## src/rtl/tsc_multicycle_core_if.sv

```systemverilog
// Shared instruction/data memory port of the TSC multi-cycle core.
// The core is the master; transfers complete on any cycle with mem_req && mem_ready.
interface tsc_multicycle_core_if #(
  parameter int unsigned WORD_SIZE = 16
) ();
  logic                 mem_req;
  logic                 mem_we;
  logic [WORD_SIZE-1:0] mem_addr;
  logic [WORD_SIZE-1:0] mem_wdata;
  logic [WORD_SIZE-1:0] mem_rdata;
  logic                 mem_ready;

  modport master (
    output mem_req,
    output mem_we,
    output mem_addr,
    output mem_wdata,
    input  mem_rdata,
    input  mem_ready
  );

  modport slave (
    input  mem_req,
    input  mem_we,
    input  mem_addr,
    input  mem_wdata,
    output mem_rdata,
    output mem_ready
  );
endinterface

```

## src/rtl/tsc_multicycle_core.sv

```systemverilog
// Multi-cycle TSC CPU: IF/ID/EX/MEM/WB/HALT over a single req/ready memory port.
// Bus outputs are combinational from state so a zero-wait fetch costs exactly one cycle.
module tsc_multicycle_core #(
  parameter int unsigned          WORD_SIZE   = 16,
  parameter logic [WORD_SIZE-1:0] RESET_PC    = '0,
  parameter int unsigned          COUNT_WIDTH = 16
) (
  input  logic                     clk,
  input  logic                     reset_cpu_n,
  input  logic                     cpu_enable,
  tsc_multicycle_core_if.master    bus,
  input  logic                     wwd_enable,
  input  logic [1:0]               register_selection,
  output logic [WORD_SIZE-1:0]     output_port,
  output logic                     wwd_valid,
  output logic                     halted,
  output logic [COUNT_WIDTH-1:0]   num_inst,
  output logic [7:0]               PC_below8bit
);

  typedef enum logic [2:0] {StIf, StId, StEx, StMem, StWb, StHalt} state_e;

  localparam logic [3:0] OpBne = 4'd0;
  localparam logic [3:0] OpBeq = 4'd1;
  localparam logic [3:0] OpBgz = 4'd2;
  localparam logic [3:0] OpBlz = 4'd3;
  localparam logic [3:0] OpAdi = 4'd4;
  localparam logic [3:0] OpOri = 4'd5;
  localparam logic [3:0] OpLhi = 4'd6;
  localparam logic [3:0] OpLwd = 4'd7;
  localparam logic [3:0] OpSwd = 4'd8;
  localparam logic [3:0] OpJmp = 4'd9;
  localparam logic [3:0] OpJal = 4'd10;
  localparam logic [3:0] OpR   = 4'd15;

  localparam logic [5:0] FnJpr = 6'd25;
  localparam logic [5:0] FnJrl = 6'd26;
  localparam logic [5:0] FnWwd = 6'd28;
  localparam logic [5:0] FnHlt = 6'd29;

  state_e                 state_q, state_d;
  logic [WORD_SIZE-1:0]   pc_q, pc_d;
  logic [15:0]            ir_q, ir_d;
  logic [WORD_SIZE-1:0]   a_q, a_d, b_q, b_d, npc_q, npc_d, res_q, res_d, wwd_q, wwd_d;
  logic [WORD_SIZE-1:0]   rf_q [4];
  logic [COUNT_WIDTH-1:0] num_inst_q;
  logic                   wwd_valid_q;

  logic                   rf_we;
  logic [1:0]             rf_waddr;
  logic [WORD_SIZE-1:0]   rf_wdata;
  logic                   retire, wwd_pulse;
  logic                   req, we;
  logic [WORD_SIZE-1:0]   addr, wdata;

  logic [3:0]             op;
  logic [1:0]             rs, rt, rd;
  logic [5:0]             func;
  logic [WORD_SIZE-1:0]   imm_sext, imm_zext, br_target, jmp_target, alu_r;
  logic                   br_taken;

  assign op         = ir_q[15:12];
  assign rs         = ir_q[11:10];
  assign rt         = ir_q[9:8];
  assign rd         = ir_q[7:6];
  assign func       = ir_q[5:0];
  assign imm_sext   = {{(WORD_SIZE - 8){ir_q[7]}}, ir_q[7:0]};
  assign imm_zext   = {{(WORD_SIZE - 8){1'b0}}, ir_q[7:0]};
  assign br_target  = npc_q + imm_sext;
  assign jmp_target = {pc_q[WORD_SIZE-1:12], ir_q[11:0]};

  always_comb begin
    alu_r = a_q + b_q;
    unique case (func[2:0])
      3'd0: alu_r = a_q + b_q;
      3'd1: alu_r = a_q - b_q;
      3'd2: alu_r = a_q & b_q;
      3'd3: alu_r = a_q | b_q;
      3'd4: alu_r = ~a_q;
      3'd5: alu_r = ~a_q + WORD_SIZE'(1);
      3'd6: alu_r = {a_q[WORD_SIZE-2:0], 1'b0};
      3'd7: alu_r = {a_q[WORD_SIZE-1], a_q[WORD_SIZE-1:1]};
    endcase
  end

  always_comb begin
    br_taken = 1'b0;
    case (op)
      OpBne:   br_taken = (a_q != b_q);
      OpBeq:   br_taken = (a_q == b_q);
      OpBgz:   br_taken = !a_q[WORD_SIZE-1] && (a_q != '0);
      OpBlz:   br_taken = a_q[WORD_SIZE-1];
      default: br_taken = 1'b0;
    endcase
  end

  always_comb begin
    state_d   = state_q;
    pc_d      = pc_q;
    ir_d      = ir_q;
    a_d       = a_q;
    b_d       = b_q;
    npc_d     = npc_q;
    res_d     = res_q;
    wwd_d     = wwd_q;
    rf_we     = 1'b0;
    rf_waddr  = rd;
    rf_wdata  = res_q;
    retire    = 1'b0;
    wwd_pulse = 1'b0;
    req       = 1'b0;
    we        = 1'b0;
    addr      = pc_q;
    wdata     = '0;

    unique case (state_q)
      StIf: begin
        if (cpu_enable) begin
          req = 1'b1;
          if (bus.mem_ready) begin
            ir_d    = bus.mem_rdata[15:0];
            state_d = StId;
          end
        end
      end
      StId: begin
        a_d   = rf_q[rs];
        b_d   = rf_q[rt];
        npc_d = pc_q + WORD_SIZE'(1);
        if (op == OpR && func == FnHlt) begin
          retire  = 1'b1;
          state_d = StHalt;
        end else begin
          state_d = StEx;
        end
      end
      StEx: begin
        // Control-flow and undefined instructions retire here; the rest move on.
        state_d = StIf;
        retire  = 1'b1;
        pc_d    = npc_q;
        case (op)
          OpBne, OpBeq, OpBgz, OpBlz: pc_d = br_taken ? br_target : npc_q;
          OpAdi: begin res_d = a_q + imm_sext;  retire = 1'b0; state_d = StWb; end
          OpOri: begin res_d = a_q | imm_zext;  retire = 1'b0; state_d = StWb; end
          OpLhi: begin res_d = imm_zext << 8;   retire = 1'b0; state_d = StWb; end
          OpLwd, OpSwd: begin retire = 1'b0; state_d = StMem; end
          OpJmp: pc_d = jmp_target;
          OpJal: begin
            pc_d     = jmp_target;
            rf_we    = 1'b1;
            rf_waddr = 2'd2;
            rf_wdata = npc_q;
          end
          OpR: begin
            if (func[5:3] == 3'b000) begin
              res_d   = alu_r;
              retire  = 1'b0;
              state_d = StWb;
            end else begin
              case (func)
                FnJpr: pc_d = a_q;
                FnJrl: begin
                  pc_d     = a_q;
                  rf_we    = 1'b1;
                  rf_waddr = 2'd2;
                  rf_wdata = npc_q;
                end
                FnWwd: begin
                  wwd_d     = a_q;
                  wwd_pulse = 1'b1;
                end
                default: pc_d = npc_q;
              endcase
            end
          end
          default: pc_d = npc_q;
        endcase
      end
      StMem: begin
        req  = 1'b1;
        addr = a_q + imm_sext;
        if (op == OpSwd) begin
          we    = 1'b1;
          wdata = b_q;
        end
        if (bus.mem_ready) begin
          if (op == OpSwd) begin
            pc_d    = npc_q;
            retire  = 1'b1;
            state_d = StIf;
          end else begin
            res_d   = bus.mem_rdata;
            state_d = StWb;
          end
        end
      end
      StWb: begin
        rf_we    = 1'b1;
        rf_waddr = (op == OpR) ? rd : rt;
        rf_wdata = res_q;
        pc_d     = npc_q;
        retire   = 1'b1;
        state_d  = StIf;
      end
      StHalt: state_d = StHalt;
      default: state_d = StIf;
    endcase
  end

  always_ff @(posedge clk or negedge reset_cpu_n) begin
    if (!reset_cpu_n) begin
      state_q     <= StIf;
      pc_q        <= RESET_PC;
      ir_q        <= '0;
      a_q         <= '0;
      b_q         <= '0;
      npc_q       <= '0;
      res_q       <= '0;
      wwd_q       <= '0;
      num_inst_q  <= '0;
      wwd_valid_q <= 1'b0;
    end else begin
      state_q     <= state_d;
      pc_q        <= pc_d;
      ir_q        <= ir_d;
      a_q         <= a_d;
      b_q         <= b_d;
      npc_q       <= npc_d;
      res_q       <= res_d;
      wwd_q       <= wwd_d;
      wwd_valid_q <= wwd_pulse;
      if (retire) num_inst_q <= num_inst_q + COUNT_WIDTH'(1);
    end
  end

  always_ff @(posedge clk or negedge reset_cpu_n) begin
    if (!reset_cpu_n) begin
      for (int i = 0; i < 4; i++) rf_q[i] <= '0;
    end else if (rf_we) begin
      rf_q[rf_waddr] <= rf_wdata;
    end
  end

  // Gating with the reset input drops a pending request the instant reset asserts.
  assign bus.mem_req   = req & reset_cpu_n;
  assign bus.mem_we    = bus.mem_req & we;
  assign bus.mem_addr  = bus.mem_req ? addr : '0;
  assign bus.mem_wdata = bus.mem_req ? wdata : '0;

  assign output_port  = wwd_enable ? wwd_q : rf_q[register_selection];
  assign wwd_valid    = wwd_valid_q;
  assign halted       = (state_q == StHalt);
  assign num_inst     = num_inst_q;
  assign PC_below8bit = pc_q[7:0];

endmodule

```

## src/flat_wrapper.sv

```systemverilog
// flat-port wrapper written by rule: the top's interface ports become plain ports
module tsc_multicycle_core_flat 
#(
  parameter int unsigned          WORD_SIZE   = 16,
  parameter logic [WORD_SIZE-1:0] RESET_PC    = '0,
  parameter int unsigned          COUNT_WIDTH = 16
)
  (clk, reset_cpu_n, cpu_enable, wwd_enable, register_selection, output_port, wwd_valid, halted, num_inst, PC_below8bit, bus_mem_req, bus_mem_we, bus_mem_addr, bus_mem_wdata, bus_mem_rdata, bus_mem_ready);
  tsc_multicycle_core_if #(.WORD_SIZE(WORD_SIZE)) bus_i ();
  input  logic clk;
  input  logic reset_cpu_n;
  input  logic cpu_enable;
  input  logic wwd_enable;
  input  logic [1:0] register_selection;
  output logic [WORD_SIZE-1:0] output_port;
  output logic wwd_valid;
  output logic halted;
  output logic [COUNT_WIDTH-1:0] num_inst;
  output logic [7:0] PC_below8bit;
  output wire logic [$bits(bus_i.mem_req)-1:0] bus_mem_req;
  output wire logic [$bits(bus_i.mem_we)-1:0] bus_mem_we;
  output wire logic [$bits(bus_i.mem_addr)-1:0] bus_mem_addr;
  output wire logic [$bits(bus_i.mem_wdata)-1:0] bus_mem_wdata;
  input wire logic [$bits(bus_i.mem_rdata)-1:0] bus_mem_rdata;
  input wire logic [$bits(bus_i.mem_ready)-1:0] bus_mem_ready;
  assign bus_mem_req = bus_i.mem_req;
  assign bus_mem_we = bus_i.mem_we;
  assign bus_mem_addr = bus_i.mem_addr;
  assign bus_mem_wdata = bus_i.mem_wdata;
  assign bus_i.mem_rdata = bus_mem_rdata;
  assign bus_i.mem_ready = bus_mem_ready;
  tsc_multicycle_core #(.WORD_SIZE(WORD_SIZE), .RESET_PC(RESET_PC), .COUNT_WIDTH(COUNT_WIDTH)) u_core (.clk(clk), .reset_cpu_n(reset_cpu_n), .cpu_enable(cpu_enable), .bus(bus_i), .wwd_enable(wwd_enable), .register_selection(register_selection), .output_port(output_port), .wwd_valid(wwd_valid), .halted(halted), .num_inst(num_inst), .PC_below8bit(PC_below8bit));
endmodule
```

## config.mk

```make
export PLATFORM = sky130hd
export DESIGN_NAME = tsc_multicycle_core_flat
export DESIGN_NICKNAME = d
export VERILOG_FILES = /design/src/rtl/tsc_multicycle_core_if.sv /design/src/rtl/tsc_multicycle_core.sv /design/src/flat_wrapper.sv
export SDC_FILE = /design/constraint.sdc
export NUM_CORES = 1
export LEC_CHECK = 0
export BUFFER_PORTS_ARGS = -buffer_cell sky130_fd_sc_hd__buf_2
export CORE_MARGIN = 2
export CORE_UTILIZATION = 39
export CTS_CLUSTER_DIAMETER = 80
export DETAILED_ROUTE_END_ITERATION = 6
export GPL_TIMING_DRIVEN = 0
export HOLD_SLACK_MARGIN = 0.12
export PLACE_DENSITY_LB_ADDON = 0.12
export SYNTH_ARGS = -nofsm -noshare
export SYNTH_HDL_FRONTEND = slang
export SYNTH_SLANG_ARGS = --single-unit
```

## constraint.sdc

```tcl
create_clock -name clk -period 3.5 [get_ports clk]
set_clock_uncertainty 0.15 [all_clocks]
set_input_delay 0.7 -clock clk [delete_from_list [all_inputs] [get_ports clk]]
set_output_delay 0.7 -clock clk [all_outputs]
set_load 0.005 [all_outputs]
```

; Word-level counts from Yosys, hierarchy flattened
; Index checks and enable logic that the tools add are counted.
[word_totals]
register_bits = 196
latch_bits = 0
ramBits = 0
mem_bits_ro = 0
in_bits = 23
out_inout_bits = 76
wordCells = 164
memories = 0
[op_classes]
addsub = 7
mul = 0
div_mod_pow = 0
n_lt_le_gt_ge = 5
n_eq_ne = 37
shift = 0
muxes = 66
n_bitwise = 11
n_reduce_logical = 23
[ops]
columns = operator, n
row1 = 16-bit 2-to-1 mux, 24
row2 = 16-bit case mux with 8 select lines, 1
row3 = 16-bit binary-select mux with 2-bit select, 3
row4 = 16-bit case mux with 3 select lines, 2
row5 = 64-bit bitwise mux, 1
row6 = 16-bit case mux with 2 select lines, 2
row7 = 16-bit case mux with 4 select lines, 1
row8 = 16-bit by 1-bit adder with 16-bit output (second input constant), 3
row9 = 16-bit adder, 3
row10 = 16-bit demux with 2-bit select, 1
row11 = 6-bit by 5-bit equality test with 1-bit output (second input constant), 4
row12 = 3-bit equality test (second input constant), 6
row13 = 3-bit 2-to-1 mux, 6
row14 = 16-bit bitwise AND, 1
row15 = 16-bit equality test, 1
row16 = 4-bit by 3-bit equality test with 1-bit output (second input constant), 4
row17 = 4-bit equality test (second input constant), 4
row18 = 16-bit != test, 1
row19 = 16-bit NOT, 1
row20 = 16-bit OR, 1
row21 = 16-bit by 8-bit OR with 16-bit output, 1
row22 = 16-bit nonzero test, 1
row23 = 16-bit subtractor, 1
row24 = 3-bit case mux with 5 select lines, 1
row25 = 32 further kinds, 75

; Logic depth before layout (Yosys ltp)
[depth]
ltp_word = 11
mapped_depth = 13
ltp_nobuf = 13

; Worst setup path before layout
; OpenSTA, ideal clock, no wires.
[synth_timing]
path_kind = reg-to-reg
start = register u_core.a_q[11]
end = register u_core.pc_q[7]
setup_ns = 0.125
arrival_time_ns = 3.434
required_ns = 3.225
slack_ns = -0.209
path_stages_with_launch = 12
n_path_buf = 1
synth_period_minus_slack_ns = 3.709
cell_sequence = dfrtp_1 -> clkbuf_1 -> inv_1 -> ha_1 -> or3_4 -> or4_4 -> o311a_1 -> a31oi_4 -> mux2_4 -> a222oi_1 -> o21ai_1 -> mux2_4
[synth_between]
elab_chain_len = 6
word_cells_on_any_way = 8
cone_classes = eq/ne (2) / mux (4) / reduce/logical (2)
[synth_rtl]
columns = element, line
row1 = start: declaration, tsc_multicycle_core.sv:44  ; logic [WORD_SIZE-1:0] a_q, a_d, b_q, b_d, npc_q, npc_d, res_q, res_d, wwd_q, wwd_d;
row2 = start signal: assignment, tsc_multicycle_core.sv:216  ; a_q <= '0;
row3 = start signal: assignment, tsc_multicycle_core.sv:227  ; a_q <= a_d;
row4 = 16-bit nonzero test, tsc_multicycle_core.sv:91  ; OpBgz: br_taken = !a_q[WORD_SIZE-1] && (a_q != '0);
row5 = 1-bit logical AND, tsc_multicycle_core.sv:91
row6 = 1-bit case mux with 4 select lines *, tsc_multicycle_core.sv:88  ; case (op)
row7 = 16-bit 2-to-1 mux *, tsc_multicycle_core.sv:143  ; OpBne, OpBeq, OpBgz, OpBlz: pc_d = br_taken ? br_target : npc_q;
row8 = 16-bit case mux with 3 select lines *, tsc_multicycle_core.sv:142  ; case (op)
row9 = 16-bit case mux with 3 select lines *, tsc_multicycle_core.sv:116  ; unique case (state_q)
row10 = end signal: assignment, tsc_multicycle_core.sv:225  ; pc_q <= pc_d;
row11 = end: declaration, tsc_multicycle_core.sv:42  ; logic [WORD_SIZE-1:0] pc_q, pc_d;
; Every way passes the cells marked *; elsewhere a longest branch is shown, timed or not.
; A chain may end at the register's enable or synchronous reset.

; Worst setup path in the final report
[layout_timing]
start = register u_core.a_q[0]
end = output port bus_mem_addr[14]
[layout_between]
elab_chain_len = 3
[layout_rtl]
columns = element, line
row1 = 16-bit adder, tsc_multicycle_core.sv:182  ; addr = a_q + imm_sext;
row2 = 16-bit 2-to-1 mux, tsc_multicycle_core.sv:116
row3 = 16-bit 2-to-1 mux, tsc_multicycle_core.sv:248  ; assign bus.mem_addr = bus.mem_req ? addr : '0;
row4 = end: declaration, flat_wrapper.sv:22  ; output wire logic [$bits(bus_i.mem_addr)-1:0] bus_mem_addr;
; Every way passes these cells.

==> impl_results.md <==
- DP HPWL: approximately 46000 µm
- Most frequent CP cell: o21ai_2
- Setup-failing EPs final: 26
- Rel. slew slack: between 10% and 20%
- Worst-skew pair later-pin latency: roughly 0.48 ns
- Antenna-violating nets left: 0
- DR top layer: met4
- CTS Sinks: ~200
- Worst path slowest cell: dfrtp_1
- Clk root buf: clkbuf_16
- Reg2reg start: u_core.a_q[11]
- Share of layout cells above drive strength 1: ~27%
- Total number of vias: 15000
- CP Capture Type: output port
- Power per cell area: between 1000 and 1500 nW/µm²
- CP bufs+invs: 1
- Die width: about 200 µm
- Synth Flop Type: dfrtp_1
- YS warnings: 0
- Reg2reg path depth: 12
- Seq/Total Area, Yosys: 32.9%
- Remaining Overflow, GRT: 0
- Status: finished with violations
- Worst path cell trace: ha_4, fa_2, a211oi_4, o21ai_2, nand4_1, o21ai_2, o311ai_4, xor2_2, a211oi_2, buf_2
- DRT Pass-1 Iters: 7
- Worst-path clk slew: roughly 0.080 ns
- Setup TNS: -4.84 ns
- Pin count of the biggest net entering global routing: ~120
- Lkg Pwr: 0.00793 µW
- Final hold violations: 0
- Worst-margin pin slew: between 1 and 1.5 ns
- Crit-path max FO: 2
- Dpl cells: ~2300
- Global-route wire length before repair: 92400 µm
- Met2 routed WL: 28000 µm
- Num rows: between 70 and 80
- Initial core utilization: about two fifths
- Die area: ~40000 µm²
- Starting DRT DRC Count: around 1800
- Startpoint Class: register
- RSZ-0062 raised after global routing: true
- Most frequent cells in the layout: nand2_1 (235), dfrtp_1 (175), o21ai_0 (165)
- Final WL: between 60000 and 70000 µm
- Synthesized Nets: between 1500 and 2000
- FF+latch count, synth: around 200
- I/O Buffers: between 90 and 100
- Die Ht: roughly 200 µm
- Routed wl met3: about 5300 µm
- Fin crit period: between 3 and 4 ns
- Reg2reg end: u_core.pc_q[7]
- Core box area: ~38000 µm²
- Pins Over Slew Limit: 0
- Nets: 2044
- Filler Cell Count: 3722
- Async S/R FF share, synth: 100%
- Max cap viols: 0
- Initial antenna violation count: 0
- Violated checks: DRC, setup timing
- Worst hold margin: 0.119 ns
- Critical Path Stages: 10
- Clk buf depth: 2
- Final worst setup slack: -0.427 ns
- WL per Instance: roughly 26 µm
- Cell family with most CP delay: compound AO/OA/AOI/OAI gates
- # H-tree levels: 4
- Mapped Avg Cell Area: approximately 8.6 µm²
- Critical path class: reg2out
- Metal-1 WL: 27400 µm
- Routability congestion estimate: 0.951
- Number of synthesized flops with an enable pin: 0
- Most common cell after layout, fill and taps aside: nand2_1
- Via density: 6.09
- CTS tree: done
- DRC: 1
- Tot GR Track Use: between 30 and 40%
- Period utilization: 112%
- CTS buffer count: 17
- Data required, critical path: between 2 and 3 ns
- CP max stage delay: 0.43 ns
- WP data arrival: 3.08 ns
- Post-Syn Instances: approximately 1700
- Flop2flop setup slack: -0.24 ns
- Vias in the first global route: roughly 14000
- Netlist cell types: 80
- Final std cells w/o fill: between 2000 and 2500
- Layout area overhead: 24.3%
- Cell Area, Synth: about 15000 µm²
- Worst VDD drop: between 0.5 and 0.6 mV
- Fmax: between 200 and 300 MHz
- Worst min path class: in2async
- I/O pin cnt: 99
==> state kept, by name, indices dropped and copies added (netlist names), 3 cells and up <==
name	flops
u_core.state_q	3
u_core.npc_q	16
u_core.ir_q	16
u_core.b_q	16
u_core.pc_q	16
u_core.a_q	16
u_core.num_inst	16
u_core.res_q	16
u_core.rf_q	64
u_core.wwd_q	16
==> cell usage after synthesis, types with 15 or more instances <==
cell type / number / area share (%)
o221ai_1: 15 / 0.88
nand3_1: 30 / 1.0
mux2i_1: 26 / 1.7
mux2_2: 25 / 1.9
nor3_1: 32 / 1.1
nor2_1: 153 / 3.9
clkbuf_1: 82 / 2.1
and2_1: 18 / 0.76
xnor2_1: 57 / 3.3
dfrtp_1: 196 / 33
inv_1: 63 / 1.6
buf_1: 16 / 0.40
ha_1: 88 / 7.4
a211oi_1: 18 / 0.91
o21a_1: 15 / 0.76
xor2_1: 30 / 1.8
nand2_1: 235 / 5.9
o21ai_0: 184 / 6.2
mux4_2: 52 / 7.9
a21oi_1: 159 / 5.3
==> area by class of cell <==
type,instances,area (µm²),share of cell area [%]
Clock buffer,18,439,2.37
Buffer,104,528,2.85
Timing Repair Buffer,196,1390,7.49
Multi-Input combinational cell,1348,10100,54.7
Tap cell,511,639,3.45
Antenna cell,1,2.50,0.0135
Clock inverter,14,141,0.763
Sequential cell,196,4940,26.6
Inverter,66,318,1.71
==> logic make-up (layout without fill, tap and decap cells) <==
family / count (synthesis) / in the layout / share of synthesized area, %
and+or+nand+nor: 532 / 532 / 15.6
DFF: 196 / 196 / 32.9
xor gates and xnor gates: 87 / 87 / 5.11
other: 0 / 1 / 0
AOI/OAI and AO/OA: 532 / 532 / 21.8
muxes: 105 / 105 / 11.7
adders and majority gates: 92 / 92 / 7.92
buffers and inverters: 182 / 398 / 4.99
==> metrics by stage <==
stage / power [µW] / cell area [µm²] / setup slack (ns) / utilization (%)
final: 21000 / 18500 / -0.427 / 49.2
after floorplan: 11700 / 14900 / -0.0567 / -
after detailed placement: 15700 / 16100 / -1.18 / 42.8
after global routing: 22100 / 18500 / -0.488 / 49.2
after CTS: 19600 / 17900 / -0.539 / 47.6
after global placement: 15600 / 16100 / -3.45 / 42.6
==> power by group <==
group          total [µW]  internal (µW)  switching [µW]  leakage [µW]
combinational       14800           6010            8840       0.00514
clock                2020            963            1050      0.000272
sequential           4150           3100            1050       0.00252
==> routing by layer <==
layer  vias to the layer above  global-route usage (%)
li1                       6603                       -
met1                      7414                    45.0
met2                       784                    48.4
met3                       153                    6.01
met4                         0                    14.0
met5                         -                       0
==> worst reg2reg max path: stages (launching register included) <==
cell and delay (ns):
dfrtp_2 0.44, clkbuf_16 0.16, clkinvlp_4 0.11, ha_4 0.25
or3_4 0.38, or4_4 0.48, o311a_4 0.34, a31oi_4 0.17
buf_12 0.14, mux2_4 0.30, a222oi_1 0.31, o21ai_1 0.12
mux2_4 0.29
==> what timing repair did <==
item | CTS | global route
buffers inserted | 66 | 33
hold endpoints to repair | 13 | 0
gates cloned | 1 | 0
pin swaps | 58 | 72
setup endpoints to repair | 139 | 119
resized for setup | 169 | 99
hold buffers | 2 | 0
==> how the worst max path moves through the flow <==
| stage | start | to | slack (ns) |
|---|---|---|---|
| CTS | u_core.ir_q[2] | bus_mem_addr[15] | -0.54 |
| detailed placement | u_core.ir_q[2] | bus_mem_addr[14] | -1.18 |
| finish | u_core.a_q[0] | bus_mem_addr[14] | -0.43 |
| floorplan | u_core.a_q[12] | u_core.pc_q[7] | -0.06 |
| global route | u_core.a_q[0] | bus_mem_addr[14] | -0.49 |
| global placement | reset_cpu_n | bus_mem_addr[13] | -3.45 |
Power figures use the tool's default switching activity.
